**src/rtl/ula_pkg.sv**
```systemverilog
// ula_pkg: shared opcode map, flag bit positions and FSM state type for ula_seq.
//   OP_*     : 4-bit opcodes
//   FLAG_*   : bit positions inside the {V,C,S,Z} flag nibble
//   state_t  : handshake FSM states
//   pack_flags : builds the flag nibble from its four bits
package ula_pkg;
    localparam logic [3:0] OP_ADD  = 4'h1;
    localparam logic [3:0] OP_SUB  = 4'h2;
    localparam logic [3:0] OP_MUL  = 4'h3;
    localparam logic [3:0] OP_DIV  = 4'h4;
    localparam logic [3:0] OP_MOD  = 4'h5;
    localparam logic [3:0] OP_AND  = 4'h6;
    localparam logic [3:0] OP_OR   = 4'h7;
    localparam logic [3:0] OP_XOR  = 4'h8;
    localparam logic [3:0] OP_NOT  = 4'h9;
    localparam logic [3:0] OP_NOR  = 4'hA;
    localparam logic [3:0] OP_NAND = 4'hB;
    localparam logic [3:0] OP_XNOR = 4'hC;

    localparam int FLAG_Z = 0;
    localparam int FLAG_S = 1;
    localparam int FLAG_C = 2;
    localparam int FLAG_V = 3;

    typedef enum logic [1:0] {ST_IDLE, ST_BUSY, ST_DONE} state_t;

    function automatic logic [3:0] pack_flags(input logic z, input logic s, input logic c, input logic v);
        logic [3:0] f;
        f = '0;
        f[FLAG_Z] = z;
        f[FLAG_S] = s;
        f[FLAG_C] = c;
        f[FLAG_V] = v;
        return f;
    endfunction
endpackage

```
**src/rtl/ula_seq_if.sv**
```systemverilog
// ula_seq_if: valid/ready request and response bundle for ula_seq.
//   master: drives in_valid, ula_operation, operand1, operand2, out_ready
//   slave : drives in_ready, out_valid, result, flags ({V,C,S,Z}), err
interface ula_seq_if #(parameter int WIDTH = 8);
    logic             in_valid;
    logic             in_ready;
    logic [3:0]       ula_operation;
    logic [WIDTH-1:0] operand1;
    logic [WIDTH-1:0] operand2;
    logic             out_valid;
    logic             out_ready;
    logic [WIDTH-1:0] result;
    logic [3:0]       flags;
    logic             err;

    modport master (
        output in_valid, ula_operation, operand1, operand2, out_ready,
        input  in_ready, out_valid, result, flags, err
    );
    modport slave (
        input  in_valid, ula_operation, operand1, operand2, out_ready,
        output in_ready, out_valid, result, flags, err
    );
endinterface

```
**src/rtl/ula_iter_unit.sv**
```systemverilog
// ula_iter_unit: WIDTH-cycle shift-add multiplier / restoring divider.
//   clk, reset : clock, asynchronous active-high reset
//   start      : load a/b and begin WIDTH iterations
//   div_mode   : 0 = multiply, 1 = divide (sampled on start)
//   a, b       : multiplier/dividend and multiplicand/divisor
//   done       : high during the last iteration
//   acc_hi/lo  : accumulator after the current iteration
//                (mul: product hi/lo; div: remainder/quotient)
// Divider datapath only exists when ULA_DIVMOD_EN is defined.
module ula_iter_unit #(
    parameter int WIDTH = 8
) (
    input  logic             clk,
    input  logic             reset,
    input  logic             start,
    input  logic             div_mode,
    input  logic [WIDTH-1:0] a,
    input  logic [WIDTH-1:0] b,
    output logic             done,
    output logic [WIDTH-1:0] acc_hi,
    output logic [WIDTH-1:0] acc_lo
);
    import ula_pkg::*;
    localparam int CW = $clog2(WIDTH) + 1;
    logic             busy;
    logic [CW-1:0]    cnt;
    logic [WIDTH-1:0] hi, lo, dvs;
    logic [WIDTH:0]   add;

    // The FSM latches acc_hi/acc_lo on the done cycle, so outputs are the post-step values.
    assign done = busy && cnt == CW'(WIDTH - 1);
    assign add = {1'b0, hi} + (lo[0] ? {1'b0, dvs} : '0);

`ifdef ULA_DIVMOD_EN
    logic           mode;
    logic [WIDTH:0] shl, sub;
    assign shl = {hi, lo[WIDTH-1]};
    assign sub = shl - {1'b0, dvs};
    always_comb begin
        {acc_hi, acc_lo} = {add, lo[WIDTH-1:1]};
        if (mode) {acc_hi, acc_lo} = {sub[WIDTH] ? shl[WIDTH-1:0] : sub[WIDTH-1:0], lo[WIDTH-2:0], ~sub[WIDTH]};
    end
    always_ff @(posedge clk or posedge reset) begin
        if (reset) mode <= 1'b0;
        else if (start) mode <= div_mode;
    end
`else
    logic unused_mode;
    assign unused_mode = div_mode;
    assign {acc_hi, acc_lo} = {add, lo[WIDTH-1:1]};
`endif

    always_ff @(posedge clk or posedge reset) begin
        if (reset) begin
            busy <= 1'b0;
            cnt  <= '0;
            hi   <= '0;
            lo   <= '0;
            dvs  <= '0;
        end else if (start) begin
            busy <= 1'b1;
            cnt  <= '0;
            hi   <= '0;
            lo   <= a;
            dvs  <= b;
        end else if (busy) begin
            hi   <= acc_hi;
            lo   <= acc_lo;
            cnt  <= done ? '0 : cnt + 1'b1;
            busy <= !done;
        end
    end
endmodule

```
**src/rtl/ula_seq.sv**
```systemverilog
// ula_seq: multi-cycle ALU with valid/ready handshake on both sides.
//   clk, reset : clock, asynchronous active-high reset
//   bus        : ula_seq_if slave (in_valid/in_ready, ula_operation, operand1/2,
//                out_valid/out_ready, result, flags {V,C,S,Z}, err)
// Single-cycle ops complete on the accept edge; MUL (and DIV/MOD with B!=0)
// take WIDTH further cycles in ula_iter_unit.
// Define ULA_DIVMOD_EN to implement DIV/MOD; otherwise they are invalid opcodes.
module ula_seq #(
    parameter int WIDTH = 8
) (
    input  logic     clk,
    input  logic     reset,
    ula_seq_if.slave bus
);
    import ula_pkg::*;
`ifdef ULA_DIVMOD_EN
    localparam bit HAS_DIV = 1'b1;
`else
    localparam bit HAS_DIV = 1'b0;
`endif
    state_t           state;
    logic [3:0]       op, op_q, flags1, flags2;
    logic [WIDTH-1:0] a, b, res1, res2, acc_hi, acc_lo;
    logic [WIDTH:0]   sum, dif;
    logic             c1, v1, err1, inv, is_div, multi, accept, done, mul_ovf;

    assign op = bus.ula_operation;
    assign a = bus.operand1;
    assign b = bus.operand2;
    assign bus.in_ready = (state == ST_IDLE) || (state == ST_DONE && bus.out_ready);
    assign accept = bus.in_valid && bus.in_ready;
    assign is_div = HAS_DIV && (op == OP_DIV || op == OP_MOD);
    // Divide-by-zero skips the iterations and completes like a single-cycle op.
    assign multi = op == OP_MUL || (is_div && b != '0);
    assign sum = {1'b0, a} + {1'b0, b};
    assign dif = {1'b0, a} - {1'b0, b};

    always_comb begin
        res1 = '0;
        c1   = 1'b0;
        v1   = 1'b0;
        err1 = 1'b0;
        inv  = 1'b0;
        case (op)
            OP_ADD: begin
                res1 = sum[WIDTH-1:0];
                c1   = sum[WIDTH];
                v1   = (a[WIDTH-1] == b[WIDTH-1]) && (sum[WIDTH-1] != a[WIDTH-1]);
            end
            OP_SUB: begin
                res1 = dif[WIDTH-1:0];
                c1   = dif[WIDTH];
                v1   = (a[WIDTH-1] != b[WIDTH-1]) && (dif[WIDTH-1] != a[WIDTH-1]);
            end
            OP_MUL:  res1 = '0;
            OP_AND:  res1 = a & b;
            OP_OR:   res1 = a | b;
            OP_XOR:  res1 = a ^ b;
            OP_NOT:  res1 = ~a;
            OP_NOR:  res1 = ~(a | b);
            OP_NAND: res1 = ~(a & b);
            OP_XNOR: res1 = ~(a ^ b);
            OP_DIV, OP_MOD: begin
                if (HAS_DIV) begin
                    res1 = op == OP_DIV ? '1 : a;
                    v1   = 1'b1;
                    err1 = 1'b1;
                end else inv = 1'b1;
            end
            default: inv = 1'b1;
        endcase
        flags1 = inv ? 4'b0 : pack_flags(res1 == '0, res1[WIDTH-1], c1, v1);
    end

    assign res2 = op_q == OP_MOD ? acc_hi : acc_lo;
    assign mul_ovf = op_q == OP_MUL && acc_hi != '0;
    assign flags2 = pack_flags(res2 == '0, res2[WIDTH-1], mul_ovf, mul_ovf);

    ula_iter_unit #(.WIDTH(WIDTH)) u_iter (
        .clk      (clk),
        .reset    (reset),
        .start    (accept && multi),
        .div_mode (op != OP_MUL),
        .a        (a),
        .b        (b),
        .done     (done),
        .acc_hi   (acc_hi),
        .acc_lo   (acc_lo)
    );

    always_ff @(posedge clk or posedge reset) begin
        if (reset) begin
            state         <= ST_IDLE;
            op_q          <= '0;
            bus.out_valid <= 1'b0;
            bus.result    <= '0;
            bus.flags     <= '0;
            bus.err       <= 1'b0;
        end else if (accept) begin
            op_q          <= op;
            state         <= multi ? ST_BUSY : ST_DONE;
            bus.out_valid <= !multi;
            if (!multi) begin
                bus.result <= res1;
                bus.flags  <= flags1;
                bus.err    <= err1 || inv;
            end
        end else if (state == ST_DONE && bus.out_ready) begin
            state         <= ST_IDLE;
            bus.out_valid <= 1'b0;
        end else if (state == ST_BUSY && done) begin
            state         <= ST_DONE;
            bus.out_valid <= 1'b1;
            bus.result    <= res2;
            bus.flags     <= flags2;
            bus.err       <= 1'b0;
        end
    end
endmodule

```
**src/flat_wrapper.sv**
```systemverilog
// flat-port wrapper written by rule: the top's interface ports become plain ports
module ula_seq_flat import ula_pkg::*;
#(
    parameter int WIDTH = 8
)
  (clk, reset, bus_in_valid, bus_ula_operation, bus_operand1, bus_operand2, bus_out_ready, bus_in_ready, bus_out_valid, bus_result, bus_flags, bus_err);
  ula_seq_if #(.WIDTH(WIDTH)) bus_i ();
  input  logic clk;
  input  logic reset;
  input wire logic [$bits(bus_i.in_valid)-1:0] bus_in_valid;
  input wire logic [$bits(bus_i.ula_operation)-1:0] bus_ula_operation;
  input wire logic [$bits(bus_i.operand1)-1:0] bus_operand1;
  input wire logic [$bits(bus_i.operand2)-1:0] bus_operand2;
  input wire logic [$bits(bus_i.out_ready)-1:0] bus_out_ready;
  output wire logic [$bits(bus_i.in_ready)-1:0] bus_in_ready;
  output wire logic [$bits(bus_i.out_valid)-1:0] bus_out_valid;
  output wire logic [$bits(bus_i.result)-1:0] bus_result;
  output wire logic [$bits(bus_i.flags)-1:0] bus_flags;
  output wire logic [$bits(bus_i.err)-1:0] bus_err;
  assign bus_i.in_valid = bus_in_valid;
  assign bus_i.ula_operation = bus_ula_operation;
  assign bus_i.operand1 = bus_operand1;
  assign bus_i.operand2 = bus_operand2;
  assign bus_i.out_ready = bus_out_ready;
  assign bus_in_ready = bus_i.in_ready;
  assign bus_out_valid = bus_i.out_valid;
  assign bus_result = bus_i.result;
  assign bus_flags = bus_i.flags;
  assign bus_err = bus_i.err;
  ula_seq #(.WIDTH(WIDTH)) u_core (.clk(clk), .reset(reset), .bus(bus_i));
endmodule
```
**config.mk**
```make
export PLATFORM = sky130hd
export DESIGN_NAME = ula_seq_flat
export DESIGN_NICKNAME = d
export VERILOG_FILES = /design/src/rtl/ula_pkg.sv /design/src/rtl/ula_seq_if.sv /design/src/rtl/ula_iter_unit.sv /design/src/rtl/ula_seq.sv /design/src/flat_wrapper.sv
export SDC_FILE = /design/constraint.sdc
export NUM_CORES = 1
export LEC_CHECK = 0
export BUFFER_PORTS_ARGS = -buffer_cell sky130_fd_sc_hd__buf_2
export CORE_ASPECT_RATIO = 0.9
export CORE_MARGIN = 2
export CORE_UTILIZATION = 35
export DETAILED_ROUTE_END_ITERATION = 7
export PLACE_DENSITY = 0.59
export SKIP_LAST_GASP = 1
export SLEW_MARGIN = 30
export SYNTH_ARGS = -nofsm -noshare
export SYNTH_HDL_FRONTEND = slang
export SYNTH_SLANG_ARGS = --single-unit
```
**constraint.sdc**
```tcl
create_clock -name clk -period 3.2 [get_ports clk]
set_input_delay 0 -clock clk [delete_from_list [all_inputs] [get_ports clk]]
set_output_delay 0 -clock clk [all_outputs]
set_load 0.02 [all_outputs]
```
==> results of run 1 <==
## placed cells by master (no fill, tap or decap), types with 9 or more instances in the layout
master   count
o21ai_0     38
buf_2       38
a21oi_1     21
inv_1       24
nand2_1     56
dfrtp_1     48
ha_1        33
nor2b_1     10
mux2i_1     24
nor2_1      53
and2_1      10
nand3_1      9
## tightest hold or removal path: stages
cell     delay [ns]
buf_2          0.15
nand2_1        0.06
o21ai_0        0.06
## per-stage QoR
stage               hold slack [ns]  total power, mW
floorplan                     0.109             1.97
global placement              0.224             2.32
detailed placement            0.115             2.35
CTS                         0.00721             2.90
global route                 0.0305             3.13
finish                       0.0186             2.91
## kinds of logic after synthesis
family                   Yosys count  synth area share (%)
XOR/XNOR                          10                  2.10
AO/OA/AOI/OAI                    140                  23.2
flip-flops                        48                  28.8
buffers and inverters             55                  5.49
AND/OR/NAND/NOR                  190                  22.8
adder cells (fa/ha/maj)           36                  11.3
multiplexers                      26                  6.30
## power by group through the flow
stage          combinational [mW]  sequential, mW  clock [mW]
2_1_floorplan               0.868            1.10           0
3_3_place_gp                 1.29            1.03           0
3_5_place_dp                 1.32            1.03           0
4_1_cts                      1.33            1.03       0.542
5_1_grt                      1.51            1.06       0.560
6_report                     1.34            1.03       0.538
## area by class of cell
type,instances,area [um^2],area share [%]
Clock inverter,1,7.51,0.160
Timing Repair Buffer,49,280,5.98
Tap cell,156,195,4.16
Clock buffer,7,143,3.04
Multi-Input combinational cell,402,2760,59.0
Inverter,25,96.3,2.06
Sequential cell,48,1200,25.6
## timing repair
| item | in CTS | in global routing |
|---|---|---|
| hold buffers | 3 | 0 |
| endpoints found under the setup margin | 0 | 2 |
| resized for setup | 0 | 3 |
| endpoints found under the hold margin | 50 | 0 |
## final timing paths
path | start | to | slack (ns) | cells after the start
hold reg to reg | u_core.bus.result[1]$_DFFE_PP0P_ | u_core.bus.result[1]$_DFFE_PP0P_ | 0.48 | 2
hold / removal | bus_operand1[3] | u_core.u_iter.lo[3]$_DFFE_PP0P_ | 0.02 | 3
min in group asynchronous | reset | u_core.bus.result[4]$_DFFE_PP0P_ | 0.32 | 3
max in group asynchronous | reset | u_core.u_iter.hi[6]$_DFFE_PP0P_ | 2.46 | 3
setup reg to reg | u_core.u_iter.lo[0]$_DFFE_PP0P_ | u_core.bus.flags[2]$_DFFE_PP0P_ | 0.18 | 10
setup / recovery | u_core.u_iter.lo[0]$_DFFE_PP0P_ | u_core.bus.flags[2]$_DFFE_PP0P_ | 0.18 | 10
## sequential cells by signal, summed over array words and instances (netlist names)
register / flops
u_core.bus.err: 1
u_core.bus.result: 8
u_core.op_q: 4
u_core.u_iter.dvs: 8
u_core.bus.flags: 4
u_core.u_iter.cnt: 4
u_core.u_iter.lo: 8
u_core.u_iter.hi: 8
u_core.u_iter.busy: 1
u_core.state: 2
## layer usage
metal	track usage, %	part of all wire [%]
met4	3.91	1.2
met2	31.5	46
met5	0	0
met3	1.75	4.9
met1	25.9	48
==> impl_metrics.toml, run 1 <==
[setup_path]
cp-end-kind = "register"
path_class = "register to register"
crit_slowest_cell = "or4_1"
worstPathArrival_ns = 3.20
crit_buf_inv = 0
cpLargestDelayFamily = "compound AO/OA/AOI/OAI gates"
cp_max_fo = 4
worstPathCellList = "and2_1, ha_1, fa_2, a211oi_2, nor3b_2, or4_1, a31oi_4, nand3_1, o2111a_1, a211o_1"
worst_setup_path_start_kind = "register"
cpPeakStageDelay_ns = 0.47
cp.required_ns = 3.38

[power]
p_seq_share_pct = 35.3
p_per_area_mw_per_mm2 = 621
power.internal_mw = 1.72
max-vdd-ir-drop_mv = 0.220
p_switching_mw = 1.19
p_clk_share_pct = 18.5
pwr-share-comb_pct = 46.2
p_leak_nw = 2.09
p_sw_share_pct = 40.9

[sta]
tns_ns = 0
finalCritPeriodShare_pct = 94.3
tightest_slew_ns = 0.697
rsz0062_at_grt = "false"
hold_viol_final = 0
final.setup.worst_slack_ns = 0.181
relSlewSlack_pct = 53.4
max_freq_ghz = 0.331
fin_crit_ns = 3.02
finalSetupViolCount = 0
skew_ns = 0.00511
maxSlewViolCount = 0

[global_route]
grt_pass1_wl_um = 19000
antenna_found_initial = 0
grt_max_degree = 49
first_global_vias = 3671
overflow = 0
track_usage_pct = 18.6

[yosys]
synth_largest_area_cell = "dfrtp_1"
yosysMostFrequentCell = "nand2_1"
ys_top_cells_by_count = "56 x nand2_1, 53 x nor2_1, 48 x dfrtp_1, 38 x o21ai_0, 33 x ha_1"
synth_area_mm2 = 0.00417
yosys_warnings = 0
async_flop_share_pct = 100
synth_top_area_share_pct = 28.8
yosysUniqueCellTypes = 73
ys.flop_type = "dfrtp_1"
syn_avg_cell_area_um2 = 8.26
ys_seq_area_share_pct = 28.8
synth.area.top_cells = "dfrtp_1 29%, ha_1 9.9%, mux2i_1 5.8%"
synth-edff-count = 0
ys_ff_latch = 48
syn_inst = 505
synth.net_count = 565

[finish]
final_core_util_pct = 40.7
nFillCells = 1176
finalNonFillerCells = 688
fin_nets = 591
drive_gt1_share_pct = 12.8
syn_to_final_growth_pct = 12.4
fin_area_mm2 = 0.00469
antenna_cells = 0

[clocking]
cts-root-buf = "clkbuf_16"
clk_pin_slew_ns = 0.06
cts_buffers = 5
postCtsSetupBuffers = 0
cts_tree = "done"
clock_latency_ns = 0.29
clock_path_buffers = 2
clock_sinks = 48
htreeDepth = 2

[floorplanning]
rows = 37
die_area_mm2 = 0.0128
initial_core_util_pct = 36.2
die_h_um = 108
ioPinCount = 39
die_x_um = 119
core_mm2 = 0.0115

[place]
postPlaceCellArea_mm2 = 0.00449
gp_congestion = 0.914
preCtsSetupSlack_ns = 0.119
port_buffers = 38
hpwl_um = 8850
dp_cells = 677

[drt]
vias_per_cell = 5.65
drt_first_pass_iters = 5
drtIter0Drc = 183
wire_per_inst_um = 17.2
vias = 3884
postRouteWirelength_um = 11800
drc = 0
antenna_left = 0

[worst_hold_path]
hold_path_class = "input port to register"

[job]
drv_cap = 0

[status]
status = "finished, final reports clean"
(Power assumes the default switching activity.)
==> run 2, diff against run 1 <==
--- a/config.mk
+++ b/config.mk
@@ -8,9 +8,10 @@
 export BUFFER_PORTS_ARGS = -buffer_cell sky130_fd_sc_hd__buf_2
 export CORE_ASPECT_RATIO = 0.9
 export CORE_MARGIN = 2
-export CORE_UTILIZATION = 35
+export CORE_UTILIZATION = 55
 export DETAILED_ROUTE_END_ITERATION = 7
-export PLACE_DENSITY = 0.59
+export PLACE_DENSITY = 0.82
+export SKIP_CTS_REPAIR_TIMING = 1
 export SKIP_LAST_GASP = 1
 export SLEW_MARGIN = 30
 export SYNTH_ARGS = -nofsm -noshare
==> run 2 against run 1 <==
The run now ends with hold timing left. First-iteration DRC count is 79% higher. Worst setup slack worse by 0.021 ns. Wire length shrank 6.5%. Worst hold slack worse by 0.023 ns. Sequential share of layout area rose by 0.83 points. Die area fell by 35%. Fmax fell by 0.68%. Total power down 6.0%. Critical path depth is the same. Final cell count down 8.7%. Critical path type unchanged. Largest cell class unchanged.
==> impl_metrics.toml, run 2 (synthesis results as in run 1) <==
[finish]
drive_gt1_share_pct = 12.4
syn_to_final_growth_pct = 8.82
nFillCells = 648
final_cell_mix = "56 x nand2_1, 53 x nor2_1, 48 x dfrtp_1"
antenna_cells = 0
fin_area_mm2 = 0.00454
fin_nets = 591
layout_commonest_cell = "nand2_1"
final_core_util_pct = 61.1
finalNonFillerCells = 628

[power]
p_switching_mw = 1.16
p_per_area_mw_per_mm2 = 603
p_seq_share_pct = 37.6
p_sw_share_pct = 42.2
p_leak_nw = 2.06
power.internal_mw = 1.58
p_clk_share_pct = 13.5
max-vdd-ir-drop_mv = 0.221
finalPower_mw = 2.73
pwr-share-comb_pct = 49.0

[sta]
skew_ns = 0.00830
hold_viol_final = 1
max_freq_ghz = 0.329
rsz0062_at_grt = "false"
relSlewSlack_pct = 47.4
finalCritPeriodShare_pct = 95.0
tns_ns = 0
tightest_slew_ns = 0.787
hold_slack_ns = -0.00484
finalSetupViolCount = 0
maxSlewViolCount = 0
fin_crit_ns = 3.04

[drt]
drt_first_pass_iters = 5
antenna_left = 0
wire_per_inst_um = 17.6
drc = 0
vias = 3920
vias_per_cell = 6.24
drtIter0Drc = 327
postRouteWirelength_um = 11100

[setup_path]
crit_slowest_cell = "fa_1"
reg2reg_setup_slack_ns = 0.16
cp-end-kind = "register"
rr_startpoint = "u_core.u_iter.lo[0]$_DFFE_PP0P_"
reg2reg_to = "u_core.bus.flags[3]$_DFFE_PP0P_"
cp_max_fo = 4
cp.required_ns = 3.39
worstPathCellList = "and2_1, ha_1, fa_1, a211oi_2, nor3b_2, or4_1, a31oi_2, nand3_1, o2111a_1, a211o_1"
worst_setup_path_start_kind = "register"
rr_worst_depth = 10
cpPeakStageDelay_ns = 0.45
path_class = "register to register"
worstPathArrival_ns = 3.23

[worst_hold_path]
worstHoldStart = "bus_operand1[5]"
hold_path_class = "input port to register"
hold_depth = 3
min_to = "u_core.u_iter.lo[5]$_DFFE_PP0P_"

[status]
violations = "hold timing"
status = "complete, but fails checks"

[place]
port_buffers = 38
gp_congestion = 0.979
hpwl_um = 8230
postPlaceCellArea_mm2 = 0.00441
dp_cells = 617

[floorplanning]
die_area_mm2 = 0.00830
core_mm2 = 0.00743
initial_core_util_pct = 56.1
ioPinCount = 39
rows = 30
die_x_um = 95.8
die_h_um = 86.6

[clocking]
clock_latency_ns = 0.30
clk_pin_slew_ns = 0.09
cts_tree = "done"
cts_buffers = 5
clock_path_buffers = 2
cts-root-buf = "clkbuf_8"
htreeDepth = 2
clock_sinks = 48

[job]
drv_cap = 0

[global_route]
first_global_vias = 3759
track_usage_pct = 28.1
grt_pass1_wl_um = 18300
overflow = 0
grt_max_degree = 49
antenna_found_initial = 0
run 2: stage by stage:
stage	setup WS, ns	hold slack [ns]
2_1_floorplan	0.311	0.109
3_3_place_gp	0.228	0.223
3_5_place_dp	0.167	0.247
4_1_cts	0.123	-0.0649
5_1_grt	0.0253	0.0203
6_report	0.160	-0.00484
run 2: how the worst max path moves through the flow:
stage	cells past startpoint	start	slack, ns	end
after global placement	10	u_core.u_iter.lo[0]$_DFFE_PP0P_	0.23	u_core.bus.flags[2]$_DFFE_PP0P_
final	10	u_core.u_iter.lo[0]$_DFFE_PP0P_	0.16	u_core.bus.flags[3]$_DFFE_PP0P_
after global routing	10	u_core.u_iter.lo[0]$_DFFE_PP0P_	0.03	u_core.bus.flags[3]$_DFFE_PP0P_
after detailed placement	10	u_core.u_iter.lo[0]$_DFFE_PP0P_	0.17	u_core.bus.flags[2]$_DFFE_PP0P_
after CTS	10	u_core.u_iter.lo[0]$_DFFE_PP0P_	0.12	u_core.bus.flags[2]$_DFFE_PP0P_
after floorplan	10	u_core.u_iter.lo[0]$_DFFE_PP0P_	0.31	u_core.bus.flags[2]$_DFFE_PP0P_
run 2: power groups by stage:
stage | sequential [mW] | clock, mW | combinational, mW
detailed placement | 1.03 | 0 | 1.31
global route | 1.06 | 0.400 | 1.50
floorplan | 1.10 | 0 | 0.868
global placement | 1.03 | 0 | 1.27
finish | 1.03 | 0.369 | 1.34
CTS | 1.03 | 0.373 | 1.32
run 2: metal layers:
metal  vias to the layer above  part of all wire (%)  wire [um]  GRT usage, %
li1                       1884                     -          -             -
met1                      1848                    44       4850          38.8
met2                       168                    48       5280          46.2
met3                        20                   6.3        702          2.78
met4                         0                   2.1        229          9.09
met5                         -                     0          0             0
run 2: final cells by class:
type	instances	area (um^2)	share of cell area, %
sequential	48	1200	26.5
inverter	25	95.1	2.09
clock buffer	8	90.1	1.98
timing repair buffer	49	280	6.17
tap	96	120	2.65
multi-input combinational	402	2750	60.6
run 2: worst max-delay path: cells and delay by family (launching register included):
kind | cells | cell delay (ns)
and+or+nand+nor | 4 | 0.84
adders and majority gates | 2 | 0.67
DFF | 1 | 0.38
AOI/OAI and AO/OA | 4 | 1.04
